File: config.mk
export PLATFORM = sky130hd
export DESIGN_NAME = vga_timing_gen_flat
export DESIGN_NICKNAME = d
export VERILOG_FILES = /design/src/rtl/vga_timing_gen_if.sv /design/src/rtl/vga_timing_gen.sv /design/src/flat_wrapper.sv
export SDC_FILE = /design/constraint.sdc
export NUM_CORES = 1
export LEC_CHECK = 0
export ABC_AREA = 1
export CORE_MARGIN = 4
export CORE_UTILIZATION = 55
export DETAILED_ROUTE_END_ITERATION = 8
export GPL_ROUTABILITY_DRIVEN = 0
export PLACE_DENSITY = 0.82
export SETUP_SLACK_MARGIN = 0.4
export SYNTH_ARGS = -nofsm -noshare
export SYNTH_HDL_FRONTEND = slang
export SYNTH_SLANG_ARGS = --single-unit
File: constraint.sdc
create_clock -name clk -period 3.6 [get_ports clk]
set_input_delay 0.72 -clock clk [delete_from_list [all_inputs] [get_ports clk]]
set_output_delay 0.72 -clock clk [all_outputs]
set_load 0.005 [all_outputs]
File: src/rtl/vga_timing_gen_if.sv
// Raster timing bundle between the timing generator and the pixel pipeline.
// The generator (master) consumes the pixel-advance enable and drives the
// counts, coordinates, sync levels and line/frame strobes.
interface vga_timing_gen_if #(
    parameter int CW = 10
);
    logic          en;
    logic [CW-1:0] hcount;
    logic [CW-1:0] vcount;
    logic [CW-1:0] x;
    logic [CW-1:0] y;
    logic          active;
    logic          hsync;
    logic          vsync;
    logic          line_start;
    logic          frame_start;

    modport master (
        input  en,
        output hcount, vcount, x, y, active, hsync, vsync, line_start, frame_start
    );

    modport slave (
        output en,
        input  hcount, vcount, x, y, active, hsync, vsync, line_start, frame_start
    );
endinterface

File: src/rtl/vga_timing_gen.sv
// Parametrised VGA raster timing generator.
// Horizontal/vertical counters step on enabled pixel-clock edges. Every
// decoded output (active, x, y, syncs, strobes) is computed from the
// next-state counts and registered alongside them, so all outputs describe
// the same raster position in the same cycle.
module vga_timing_gen #(
    parameter int H_ACTIVE = 640,
    parameter int H_FP     = 16,
    parameter int H_SYNC   = 96,
    parameter int H_BP     = 48,
    parameter int V_ACTIVE = 480,
    parameter int V_FP     = 10,
    parameter int V_SYNC   = 2,
    parameter int V_BP     = 33,
    parameter int SYNC_POL = 0,
    parameter int CW       = 10
) (
    input  logic             clk,
    input  logic             reset,
    vga_timing_gen_if.master bus
);

    localparam int H_TOTAL = H_ACTIVE + H_FP + H_SYNC + H_BP;
    localparam int V_TOTAL = V_ACTIVE + V_FP + V_SYNC + V_BP;

    localparam logic [CW-1:0] ZERO     = CW'(0);
    localparam logic [CW-1:0] ONE      = CW'(1);
    localparam logic [CW-1:0] H_LAST   = CW'(H_TOTAL - 1);
    localparam logic [CW-1:0] V_LAST   = CW'(V_TOTAL - 1);
    localparam logic [CW-1:0] H_ACT_C  = CW'(H_ACTIVE);
    localparam logic [CW-1:0] V_ACT_C  = CW'(V_ACTIVE);
    localparam logic [CW-1:0] HS_FIRST = CW'(H_ACTIVE + H_FP);
    localparam logic [CW-1:0] HS_LAST  = CW'(H_ACTIVE + H_FP + H_SYNC - 1);
    localparam logic [CW-1:0] VS_FIRST = CW'(V_ACTIVE + V_FP);
    localparam logic [CW-1:0] VS_LAST  = CW'(V_ACTIVE + V_FP + V_SYNC - 1);
    localparam logic          SYNC_ON  = (SYNC_POL != 0) ? 1'b1 : 1'b0;

    // True when pos lies in the inclusive window [first, last].
    function automatic logic in_window(
        input logic [CW-1:0] pos,
        input logic [CW-1:0] first,
        input logic [CW-1:0] last
    );
        return (pos >= first) && (pos <= last);
    endfunction

    logic [CW-1:0] hcount_r;
    logic [CW-1:0] vcount_r;
    logic [CW-1:0] x_r;
    logic [CW-1:0] y_r;
    logic          active_r;
    logic          hsync_r;
    logic          vsync_r;
    logic          line_start_r;
    logic          frame_start_r;

    logic          h_wrap_s;
    logic [CW-1:0] h_next_s;
    logic [CW-1:0] v_next_s;
    logic          active_next_s;
    logic [CW-1:0] x_next_s;
    logic [CW-1:0] y_next_s;
    logic          hsync_next_s;
    logic          vsync_next_s;
    logic          line_start_next_s;
    logic          frame_start_next_s;

    // Next raster position and everything decoded from it.
    always_comb begin
        h_wrap_s           = 1'b0;
        h_next_s           = hcount_r;
        v_next_s           = vcount_r;
        active_next_s      = 1'b0;
        x_next_s           = ZERO;
        y_next_s           = ZERO;
        hsync_next_s       = ~SYNC_ON;
        vsync_next_s       = ~SYNC_ON;
        line_start_next_s  = 1'b0;
        frame_start_next_s = 1'b0;

        // Wrap by comparison with the last count, never by overflow.
        h_wrap_s = (hcount_r == H_LAST);
        if (h_wrap_s) begin
            h_next_s = ZERO;
            if (vcount_r == V_LAST) begin
                v_next_s = ZERO;
            end else begin
                v_next_s = vcount_r + ONE;
            end
        end else begin
            h_next_s = hcount_r + ONE;
            v_next_s = vcount_r;
        end

        active_next_s = (h_next_s < H_ACT_C) && (v_next_s < V_ACT_C);
        if (active_next_s) begin
            x_next_s = h_next_s;
            y_next_s = v_next_s;
        end else begin
            x_next_s = ZERO;
            y_next_s = ZERO;
        end

        if (in_window(h_next_s, HS_FIRST, HS_LAST)) begin
            hsync_next_s = SYNC_ON;
        end else begin
            hsync_next_s = ~SYNC_ON;
        end

        if (in_window(v_next_s, VS_FIRST, VS_LAST)) begin
            vsync_next_s = SYNC_ON;
        end else begin
            vsync_next_s = ~SYNC_ON;
        end

        line_start_next_s  = (h_next_s == ZERO);
        frame_start_next_s = line_start_next_s && (v_next_s == ZERO);
    end

    // Output register: load the next position on enabled edges, hold levels
    // otherwise; strobes always clear on a non-advancing edge.
    always_ff @(posedge clk or posedge reset) begin
        if (reset) begin
            hcount_r      <= H_LAST;
            vcount_r      <= V_LAST;
            x_r           <= ZERO;
            y_r           <= ZERO;
            active_r      <= 1'b0;
            hsync_r       <= ~SYNC_ON;
            vsync_r       <= ~SYNC_ON;
            line_start_r  <= 1'b0;
            frame_start_r <= 1'b0;
        end else if (bus.en) begin
            hcount_r      <= h_next_s;
            vcount_r      <= v_next_s;
            x_r           <= x_next_s;
            y_r           <= y_next_s;
            active_r      <= active_next_s;
            hsync_r       <= hsync_next_s;
            vsync_r       <= vsync_next_s;
            line_start_r  <= line_start_next_s;
            frame_start_r <= frame_start_next_s;
        end else begin
            line_start_r  <= 1'b0;
            frame_start_r <= 1'b0;
        end
    end

    assign bus.hcount      = hcount_r;
    assign bus.vcount      = vcount_r;
    assign bus.x           = x_r;
    assign bus.y           = y_r;
    assign bus.active      = active_r;
    assign bus.hsync       = hsync_r;
    assign bus.vsync       = vsync_r;
    assign bus.line_start  = line_start_r;
    assign bus.frame_start = frame_start_r;

endmodule

File: src/flat_wrapper.sv
// flat-port wrapper written by rule: the top's interface ports become plain ports
module vga_timing_gen_flat 
#(
    parameter int H_ACTIVE = 640,
    parameter int H_FP     = 16,
    parameter int H_SYNC   = 96,
    parameter int H_BP     = 48,
    parameter int V_ACTIVE = 480,
    parameter int V_FP     = 10,
    parameter int V_SYNC   = 2,
    parameter int V_BP     = 33,
    parameter int SYNC_POL = 0,
    parameter int CW       = 10
)
  (clk, reset, bus_en, bus_hcount, bus_vcount, bus_x, bus_y, bus_active, bus_hsync, bus_vsync, bus_line_start, bus_frame_start);
  vga_timing_gen_if #(.CW(CW)) bus_i ();
  input  logic clk;
  input  logic reset;
  input wire logic [$bits(bus_i.en)-1:0] bus_en;
  output wire logic [$bits(bus_i.hcount)-1:0] bus_hcount;
  output wire logic [$bits(bus_i.vcount)-1:0] bus_vcount;
  output wire logic [$bits(bus_i.x)-1:0] bus_x;
  output wire logic [$bits(bus_i.y)-1:0] bus_y;
  output wire logic [$bits(bus_i.active)-1:0] bus_active;
  output wire logic [$bits(bus_i.hsync)-1:0] bus_hsync;
  output wire logic [$bits(bus_i.vsync)-1:0] bus_vsync;
  output wire logic [$bits(bus_i.line_start)-1:0] bus_line_start;
  output wire logic [$bits(bus_i.frame_start)-1:0] bus_frame_start;
  assign bus_i.en = bus_en;
  assign bus_hcount = bus_i.hcount;
  assign bus_vcount = bus_i.vcount;
  assign bus_x = bus_i.x;
  assign bus_y = bus_i.y;
  assign bus_active = bus_i.active;
  assign bus_hsync = bus_i.hsync;
  assign bus_vsync = bus_i.vsync;
  assign bus_line_start = bus_i.line_start;
  assign bus_frame_start = bus_i.frame_start;
  vga_timing_gen #(.H_ACTIVE(H_ACTIVE), .H_FP(H_FP), .H_SYNC(H_SYNC), .H_BP(H_BP), .V_ACTIVE(V_ACTIVE), .V_FP(V_FP), .V_SYNC(V_SYNC), .V_BP(V_BP), .SYNC_POL(SYNC_POL), .CW(CW)) u_core (.clk(clk), .reset(reset), .bus(bus_i));
endmodule
==> results of run 1 <==
==> metrics by stage <==
stage | total power, mW | hold slack (ns) | instances | instance area (um2) | worst slack, ns
after floorplan | 0.9981 | 0.4727 | 350 | 2654 | 1.532
after global placement | 1.223 | 0.4666 | 440 | 3132 | 1.094
after detailed placement | 1.240 | 0.4730 | 440 | 3132 | 0.8574
after CTS | 1.653 | 0.4944 | 448 | 3252 | 0.8318
after global routing | 1.754 | 0.5308 | 448 | 3252 | 0.5598
final | 1.653 | 0.4936 | 448 | 3252 | 0.7954
==> where the power goes <==
group / total [mW] / internal (mW) / leakage, nW / switching [mW]
clock: 0.411 / 0.226 / 0.0574 / 0.185
combinational: 0.528 / 0.236 / 0.869 / 0.291
sequential: 0.714 / 0.604 / 0.574 / 0.109
==> cell families after synthesis <==
group,synth area share
AO/OA/AOI/OAI,0.1240
XOR/XNOR,0.009903
adder cells (fa/ha/maj),0.02357
AND/OR/NAND/NOR,0.3291
buffers and inverters,0.08345
flip-flops,0.4300
==> worst min-delay path, delay by kind of cell, from the launching register on <==
| kind | cells | cell delay [ns] |
|---|---|---|
| AND/OR/NAND/NOR | 1 | 0.03 |
| buffers and inverters | 1 | 0.05 |
| flip-flops | 1 | 0.39 |
==> registers in the layout, indices dropped and copies added, names as in the netlist <==
signal and count:
u_core.bus.active 1, u_core.bus.frame_start 1, u_core.bus.hcount 10, u_core.bus.hsync 1, u_core.bus.line_start 1, u_core.bus.vcount 10
u_core.bus.vsync 1, u_core.bus.x 10, u_core.bus.y 10
==> synth_stat cells (all sizes together) <==
cell type	instances
clkinv	1
ha	5
nand2	101
nor2	39
a21o	1
xor2	3
o21a	1
a31oi	2
a21boi	2
nor3	6
inv	36
or2	2
nand4	15
o21bai	3
buf	7
nand3	31
dfstp	12
a21oi	8
clkbuf	7
o21ai	35
dfrtp	33
==> metal layers <==
metal  global-route usage  share of wire
met1               0.3493           0.43
met2               0.3981           0.47
met3              0.04408          0.085
met4              0.06050          0.011
met5                    0              0
==> worst paths after layout <==
check / start / to / slack [ns] / cells past startpoint
worst max-delay path: u_core.bus.hcount[1] / u_core.bus.x[7] / 0.80 / 12
min in group asynchronous: reset / u_core.bus.y[0] / 0.80 / 2
worst min-delay path: u_core.bus.y[9] / u_core.bus.y[9] / 0.49 / 2
worst max register to register: u_core.bus.hcount[1] / u_core.bus.x[7] / 0.80 / 12
max in group asynchronous: reset / u_core.bus.hcount[3] / 2.02 / 3
worst min register to register: u_core.bus.y[9] / u_core.bus.y[9] / 0.49 / 2
==> cell type report <==
type / count / area (um2)
fillers: 398 / 1440
clock inverters: 2 / 37.54
clock buffers: 6 / 82.58
well taps: 54 / 67.56
flip-flops and latches: 45 / 1141
multi-input cells: 254 / 1291
repair buffers: 50 / 493.0
inverters: 37 / 138.9
==> flow_summary.json, run 1 <==
{
  "outcome": "finished, final reports clean",
  "critPathSlowestCell": "dfstp_2",
  "max_cap_violations": 0,
  "clk_latency_ns": 0.30,
  "cts_tree": "yes",
  "min_period_over_period": 0.7791,
  "synthesis.area_um2": 2654,
  "ant_nets": 0,
  "ctsResizeCount": 0,
  "rows": 25,
  "setup_tns_ns": 0,
  "path_max_fanout": 17,
  "crit_path_cell_trace": "ha_1, nand2_1, nor2_2, nand4_1, inv_1, nand2_1, nand2_1, nand2_1, nor2_2, nand3_2, nand2_4, a21boi_0",
  "numCtsBuffers": 5,
  "synthCells": 350,
  "portBuffers": 47,
  "via_count": 2529,
  "synth_cell_type_count": 36,
  "synth_top_area_frac": 0.3112,
  "rsz0062_at_grt": "false",
  "syn_nets": 358,
  "wire_per_inst_um": 15.67,
  "crit_path_end_kind": "flop",
  "crit_buf_inv": 1,
  "ys_seq_area_frac": 0.4300,
  "clkSinkCount": 45,
  "core_um2": 4692,
  "critPathTopFamily": "simple AND/OR/NAND/NOR gates",
  "cts_setup_buffers": 0,
  "finClkSkew_ns": 0.01294,
  "hpwl_um": 5108,
  "worstMarginPinSlew_ns": 0.8162,
  "power_leakage_nw": 1.501,
  "die_w_um": 77.46,
  "grt_pass1_vias": 2433,
  "max_clock_freq_ghz": 0.3566,
  "cts_max_level": 2,
  "drt_wl_total_um": 7019,
  "crit_type": "flop to flop",
  "peakVddDrop_v": 0.0003567,
  "final_core_util": 0.6931,
  "yosysTopAreaCell": "dfrtp_1",
  "fin_crit_ns": 2.805,
  "gr-total-overflow": 0,
  "syn_avg_cell_area_um2": 7.582,
  "grt_pass1_wl_um": 11960,
  "ioPinCount": 48,
  "start_kind": "flop",
  "fin_nets": 401,
  "setup_viol": 0,
  "critPathRequiredTime_ns": 3.76,
  "n_antenna_cell": 0,
  "gr-usage-all-layers": 0.2481,
  "final_hold_viol_count": 0,
  "drtIter0Drc": 332,
  "path_common_cell": "nand2_1",
  "final_cell_mix": "98 x nand2_1, 47 x clkdlybuf4s50_1, 34 x inv_1, 34 x nor2_1, 33 x dfrtp_1",
  "drive_above_1_share": 0.1269,
  "antenna_found_initial": 0,
  "clockBufferDepth": 2,
  "p_per_area_nw_per_um2": 508.2,
  "grt_max_degree": 40,
  "crit_path_max_incr_delay_ns": 0.59,
  "initial_core_util": 0.5656,
  "drcViolationCount": 0,
  "dr.pass1.iters": 5,
  "clk_pin_slew_worst_paths_ns": 0.09,
  "cts_hold_buf": 0,
  "slew_viol_final": 0,
  "arrival_ns": 2.96,
  "slew_headroom": 0.4525,
  "yosys_warnings": 0,
  "ys_seq_elements": 45,
  "root_buffer": "clkbuf_8",
  "final_common_cell": "nand2_1",
  "hold_path_class": "flop to flop",
  "die_y_um": 77.46,
  "synth_area_leaders": "dfrtp_1 31%, nand2_1 14%, dfstp_2 12%",
  "design.die.area_um2": 6000,
  "area_growth_syn_to_layout_pct": 22.54,
  "vias_per_cell": 5.645
}
Note: power is estimated with default switching activity, not from simulation.
==> run 2: changes to the inputs <==
CORE_UTILIZATION = 53   (was 55)
PLACE_DENSITY = 0.8   (was 0.82)
clock period = 2.7 ns   (was 3.6 ns; I/O delays follow)
==> flow_summary.json, run 2 (synthesis results as in run 1) <==
{
  "outcome": "finished, final reports clean",
  "vias_per_cell": 5.713,
  "multi_input_area_um2": 1406,
  "p_sw_frac": 0.3677,
  "die_y_um": 78.76,
  "grt_pass1_wl_um": 12120,
  "crit_path_end_kind": "flop",
  "area_growth_syn_to_layout_pct": 31.59,
  "rsz0062_at_grt": "true",
  "clk_pin_slew_worst_paths_ns": 0.09,
  "root_buffer": "clkbuf_8",
  "critPathRequiredTime_ns": 2.88,
  "hold_slack_ns": 0.4845,
  "path_max_fanout": 6,
  "max_clock_freq_ghz": 0.4317,
  "final_core_util": 0.7297,
  "grt_max_degree": 46,
  "hpwl_um": 4882,
  "netSwitchingPower_mw": 0.8421,
  "arrival_ns": 2.50,
  "grtUsageMet1": 0.3488,
  "numCtsBuffers": 5,
  "final_common_cell": "nand2_1",
  "start_kind": "flop",
  "fill_cells": 334,
  "cts_hold_buf": 0,
  "design_area_um2": 3492,
  "final_hold_viol_count": 0,
  "setup_tns_ns": 0,
  "gr-usage-all-layers": 0.2485,
  "grt-busiest-layer": "met2",
  "via_count": 2731,
  "cts_tree": "yes",
  "drcViolationCount": 0,
  "drt_wl_total_um": 7776,
  "clkSinkCount": 45,
  "final_cell_mix": "95 x nand2_1, 47 x clkdlybuf4s50_1, 33 x inv_1",
  "crit_path_cell_trace": "ha_4, nand2_4, nor2_4, nand4_1, buf_6, o21ai_4, nand2_2, nor2_4, nand3_4, nand2_4, a21oi_2",
  "placed_area_um2": 3156,
  "dp_slack_ns": 0.2002,
  "finClkSkew_ns": 0.004362,
  "gr-total-overflow": 0,
  "p_int_mw": 1.448,
  "clkPwrFrac": 0.230,
  "initial_core_util": 0.5545,
  "slew_headroom": 0.6329,
  "worstMarginPinSlew_ns": 0.5507,
  "crit_path_max_incr_delay_ns": 0.57,
  "r2r-start": "u_core.bus.hcount[1]",
  "max_cap_violations": 0,
  "regArea_um2": 1142,
  "dpl.cell_count": 454,
  "n_antenna_cell": 0,
  "design.die.area_um2": 6203,
  "met3_usage": 0.05442,
  "fin_nets": 418,
  "min_from": "u_core.bus.x[5]",
  "clk_latency_ns": 0.31,
  "setup_slack_ns": 0.3834,
  "hold_path_class": "flop to flop",
  "grt_pass1_vias": 2439,
  "power_leakage_nw": 1.600,
  "ant_nets": 0,
  "cts_max_level": 2,
  "met2_usage": 0.3888,
  "p_per_area_nw_per_um2": 655.9,
  "slew_viol_final": 0,
  "die_w_um": 78.76,
  "portBuffers": 47,
  "fin_crit_ns": 2.317,
  "rows": 25,
  "seq_power_share": 0.417,
  "antenna_found_initial": 0,
  "drive_above_1_share": 0.1898,
  "ioPinCount": 48,
  "peakVddDrop_v": 0.0004019,
  "setup_viol": 0,
  "stdcell_count": 478,
  "core_um2": 4786,
  "critPathSlowestCell": "dfstp_2",
  "crit_type": "flop to flop",
  "startpoint": "u_core.bus.hcount[1]",
  "wire_per_inst_um": 16.27,
  "dr.pass1.iters": 8,
  "combPwrFrac": 0.353,
  "drtIter0Drc": 513,
  "clockBufferDepth": 2,
  "min_period_over_period": 0.8580,
  "finalPower_mw": 2.290
}
## run 2: changes by cell type in the layout (fill, tap and decap cells not counted), sizes merged
cell / before / now
clkinv: 2 / 3
nand2: 101 / 103
clkinvlp: 1 / 0
buf: 3 / 18
## run 2: critical path, delay by kind of cell, from the launching register on
family	cells	cell delay, ns
AND/OR/NAND/NOR	7	1.00
adder cells (fa/ha/maj)	1	0.16
AO/OA/AOI/OAI	2	0.22
buffers and inverters	1	0.22
flip-flops	1	0.57
## run 2: worst paths after layout
| check | endpoint | slack [ns] | cells past startpoint |
|---|---|---|---|
| max | u_core.bus.y[1] | 0.38 | 11 |
| min | u_core.bus.x[5] | 0.48 | 2 |
| max reg2reg | u_core.bus.y[1] | 0.38 | 11 |
| min reg2reg | u_core.bus.x[5] | 0.48 | 2 |
| max in group asynchronous | u_core.bus.vcount[0] | 1.64 | 3 |
| min in group asynchronous | u_core.bus.vcount[8] | 0.67 | 3 |
## run 2: per-layer routing
| layer | wire [um] | vias up |
|---|---|---|
| met1 | 3251 | 1273 |
| met2 | 3649 | 168 |
| li1 | - | 1262 |
| met3 | 647 | 28 |
| met5 | 0 | - |
| met4 | 227 | 0 |
## run 2: layout make-up
| class | instances | area share |
|---|---|---|
| multi-input cells | 256 | 0.4027 |
| flip-flops and latches | 45 | 0.3271 |
| repair buffers | 65 | 0.1745 |
| inverters | 37 | 0.03977 |
| well taps | 67 | 0.02401 |
| clock buffers | 6 | 0.02078 |
| clock inverters | 2 | 0.01111 |
## run 2: timing repair
action                                  in CTS  in global routing
setup buffers                                5                  9
pin swaps                                    5                 15
endpoints found under the hold margin        0                  0
gates cloned                                 1                  1
gates resized for setup                      5                 22
endpoints found under the setup margin      17                 22
## run 2: power by group through the flow
stage | Clock (mW) | Sequential [mW] | Combinational (mW)
after floorplan | 0 | 0.922 | 0.408
after global placement | 0 | 0.955 | 0.680
after detailed placement | 0 | 0.957 | 0.691
after CTS | 0.530 | 0.941 | 0.730
after global routing | 0.564 | 0.972 | 0.885
final | 0.526 | 0.955 | 0.809
==> run 3: changes to the inputs <==
CORE_MARGIN = 2   (was 4)
==> flow_summary.json, run 3 (synthesis results as in run 1) <==
{
  "gr-usage-all-layers": 0.2679,
  "worstMarginPinSlew_ns": 0.5588,
  "ant_nets": 0,
  "ff2ff_path_depth": 13,
  "fin_crit_ns": 2.208,
  "setup_viol": 0,
  "holdPathStages": 2,
  "clkSinkCount": 45,
  "min_period_over_period": 0.8178,
  "reg2reg_slack_ns": 0.49,
  "cp.depth": 13,
  "drtIter0Drc": 424,
  "drive_above_1_share": 0.1907,
  "final_cell_mix": "94 x nand2_1, 47 x clkdlybuf4s50_1, 33 x inv_1",
  "crit_type": "flop to flop",
  "root_buffer": "clkbuf_8",
  "setup_tns_ns": 0,
  "p_per_area_nw_per_um2": 644.7,
  "die_y_um": 74.76,
  "crit_path_end_kind": "flop",
  "wire_per_inst_um": 15.34,
  "met2_usage": 0.3943,
  "crit_buf_inv": 2,
  "power_leakage_nw": 1.578,
  "slew_viol_final": 0,
  "critPathRequiredTime_ns": 2.88,
  "ioPinCount": 48,
  "max_clock_freq_ghz": 0.4529,
  "r2r-end": "u_core.bus.y[0]",
  "dr.pass1.iters": 5,
  "critPathTopFamily": "simple AND/OR/NAND/NOR gates",
  "critPathSlowestCell": "dfstp_2",
  "regArea_um2": 1144,
  "fill_cells": 355,
  "outcome": "finished, final reports clean",
  "path_max_fanout": 6,
  "hold_end": "u_core.bus.x[5]",
  "placed_area_um2": 3156,
  "cts_tree": "yes",
  "drt_wl_total_um": 7304,
  "finClkSkew_ns": 0.009536,
  "drcViolationCount": 0,
  "final_common_cell": "nand2_1",
  "n_antenna_cell": 0,
  "grtUsageMet1": 0.3997,
  "min_from": "u_core.bus.x[5]",
  "finalPower_mw": 2.247,
  "grt_pass1_wl_um": 11360,
  "gr-total-overflow": 0,
  "rsz0062_at_grt": "false",
  "area_growth_syn_to_layout_pct": 31.31,
  "final_hold_viol_count": 0,
  "design.die.area_um2": 5589,
  "clockBufferDepth": 2,
  "max_cap_violations": 0,
  "clk_latency_ns": 0.30,
  "path_common_cell": "nand2_2",
  "portBuffers": 47,
  "grt_max_degree": 46,
  "hpwl_um": 4779,
  "rows": 25,
  "cts_max_level": 2,
  "hold_path_class": "flop to flop",
  "multi_input_area_um2": 1403,
  "fin_nets": 416,
  "vias_per_cell": 5.620,
  "grt-busiest-layer": "met1",
  "crit_path_cell_trace": "ha_4, nand2_1, nor2_2, nand4_1, buf_6, inv_2, nand2_2, nand2_2, nand2_2, nor2_4, nand3_4, nand2_4, o21ai_0",
  "arrival_ns": 2.39,
  "initial_core_util": 0.5545,
  "clk_pin_slew_worst_paths_ns": 0.09,
  "cts_hold_buf": 0,
  "core_um2": 4786,
  "grt_pass1_vias": 2274,
  "antenna_found_initial": 0,
  "start_kind": "flop",
  "crit_path_max_incr_delay_ns": 0.59,
  "peakVddDrop_v": 0.0004883,
  "numCtsBuffers": 5,
  "slew_headroom": 0.6275,
  "met3_usage": 0.05221,
  "via_count": 2675,
  "design_area_um2": 3485,
  "r2r-start": "u_core.bus.hcount[1]",
  "die_w_um": 74.76
}
==> run 3: cell count changes in the layout (fill, tap and decap cells not counted), sizes merged <==
cell,delta
buf,-3
clkbuf,-1
inv,+1
nor2,+1
==> run 3: what timing repair did <==
| item | in CTS | in global routing |
|---|---|---|
| gates resized for setup | 9 | 16 |
| gates cloned | 1 | 2 |
| buffers inserted | 4 | 7 |
| pin swaps | 4 | 9 |
| endpoints found under the setup margin | 19 | 22 |
==> run 3: layout make-up <==
class,instances,share of cell area
timing repair buffer,62,0.1731
inverter,37,0.03986
sequential,45,0.3282
clock inverter,3,0.01257
multi-input combinational,257,0.4025
tap,67,0.02406
clock buffer,5,0.01975
==> run 3: layer usage <==
layer | wire (um) | part of all wire
met5 | 0 | 0
met2 | 3312 | 0.45
met1 | 3233 | 0.44
met4 | 151 | 0.021
met3 | 606 | 0.083
==> run 3: how the worst max path moves through the flow <==
stage	startpoint	to	slack, ns
6_report	u_core.bus.hcount[1]	u_core.bus.y[0]	0.49
5_1_grt	u_core.bus.hcount[1]	u_core.bus.y[0]	0.39
4_1_cts	u_core.bus.hcount[1]	u_core.bus.x[1]	0.41
3_5_place_dp	u_core.bus.hcount[1]	u_core.bus.x[1]	0.21
3_3_place_gp	u_core.bus.hcount[1]	u_core.bus.x[1]	0.33
2_1_floorplan	u_core.bus.hcount[1]	u_core.bus.y[1]	0.63
==> run 3: tightest hold or removal path, stage by stage (launching register included) <==
cell	delay [ns]
dfrtp_1	0.35
nand2_1	0.06
o21ai_2	0.05
==> run 3: metrics by stage <==
stage                     setup slack [ns]  utilization  cells  hold slack, ns
after floorplan                     0.6324            -    350          0.4727
after global placement              0.3317       0.6593    454          0.4703
after detailed placement            0.2091       0.6593    454          0.4654
after CTS                           0.4060       0.7038    467          0.4904
after global routing                0.3913       0.7281    476          0.5136
final                               0.4919       0.7281    476          0.4849
==> run 3: report_power, final <==
part | internal [mW] | total, mW | switching [mW]
Combinational | 0.352 | 0.770 | 0.418
Sequential | 0.807 | 0.953 | 0.146
Clock | 0.278 | 0.523 | 0.246
Total | 1.44 | 2.25 | 0.810
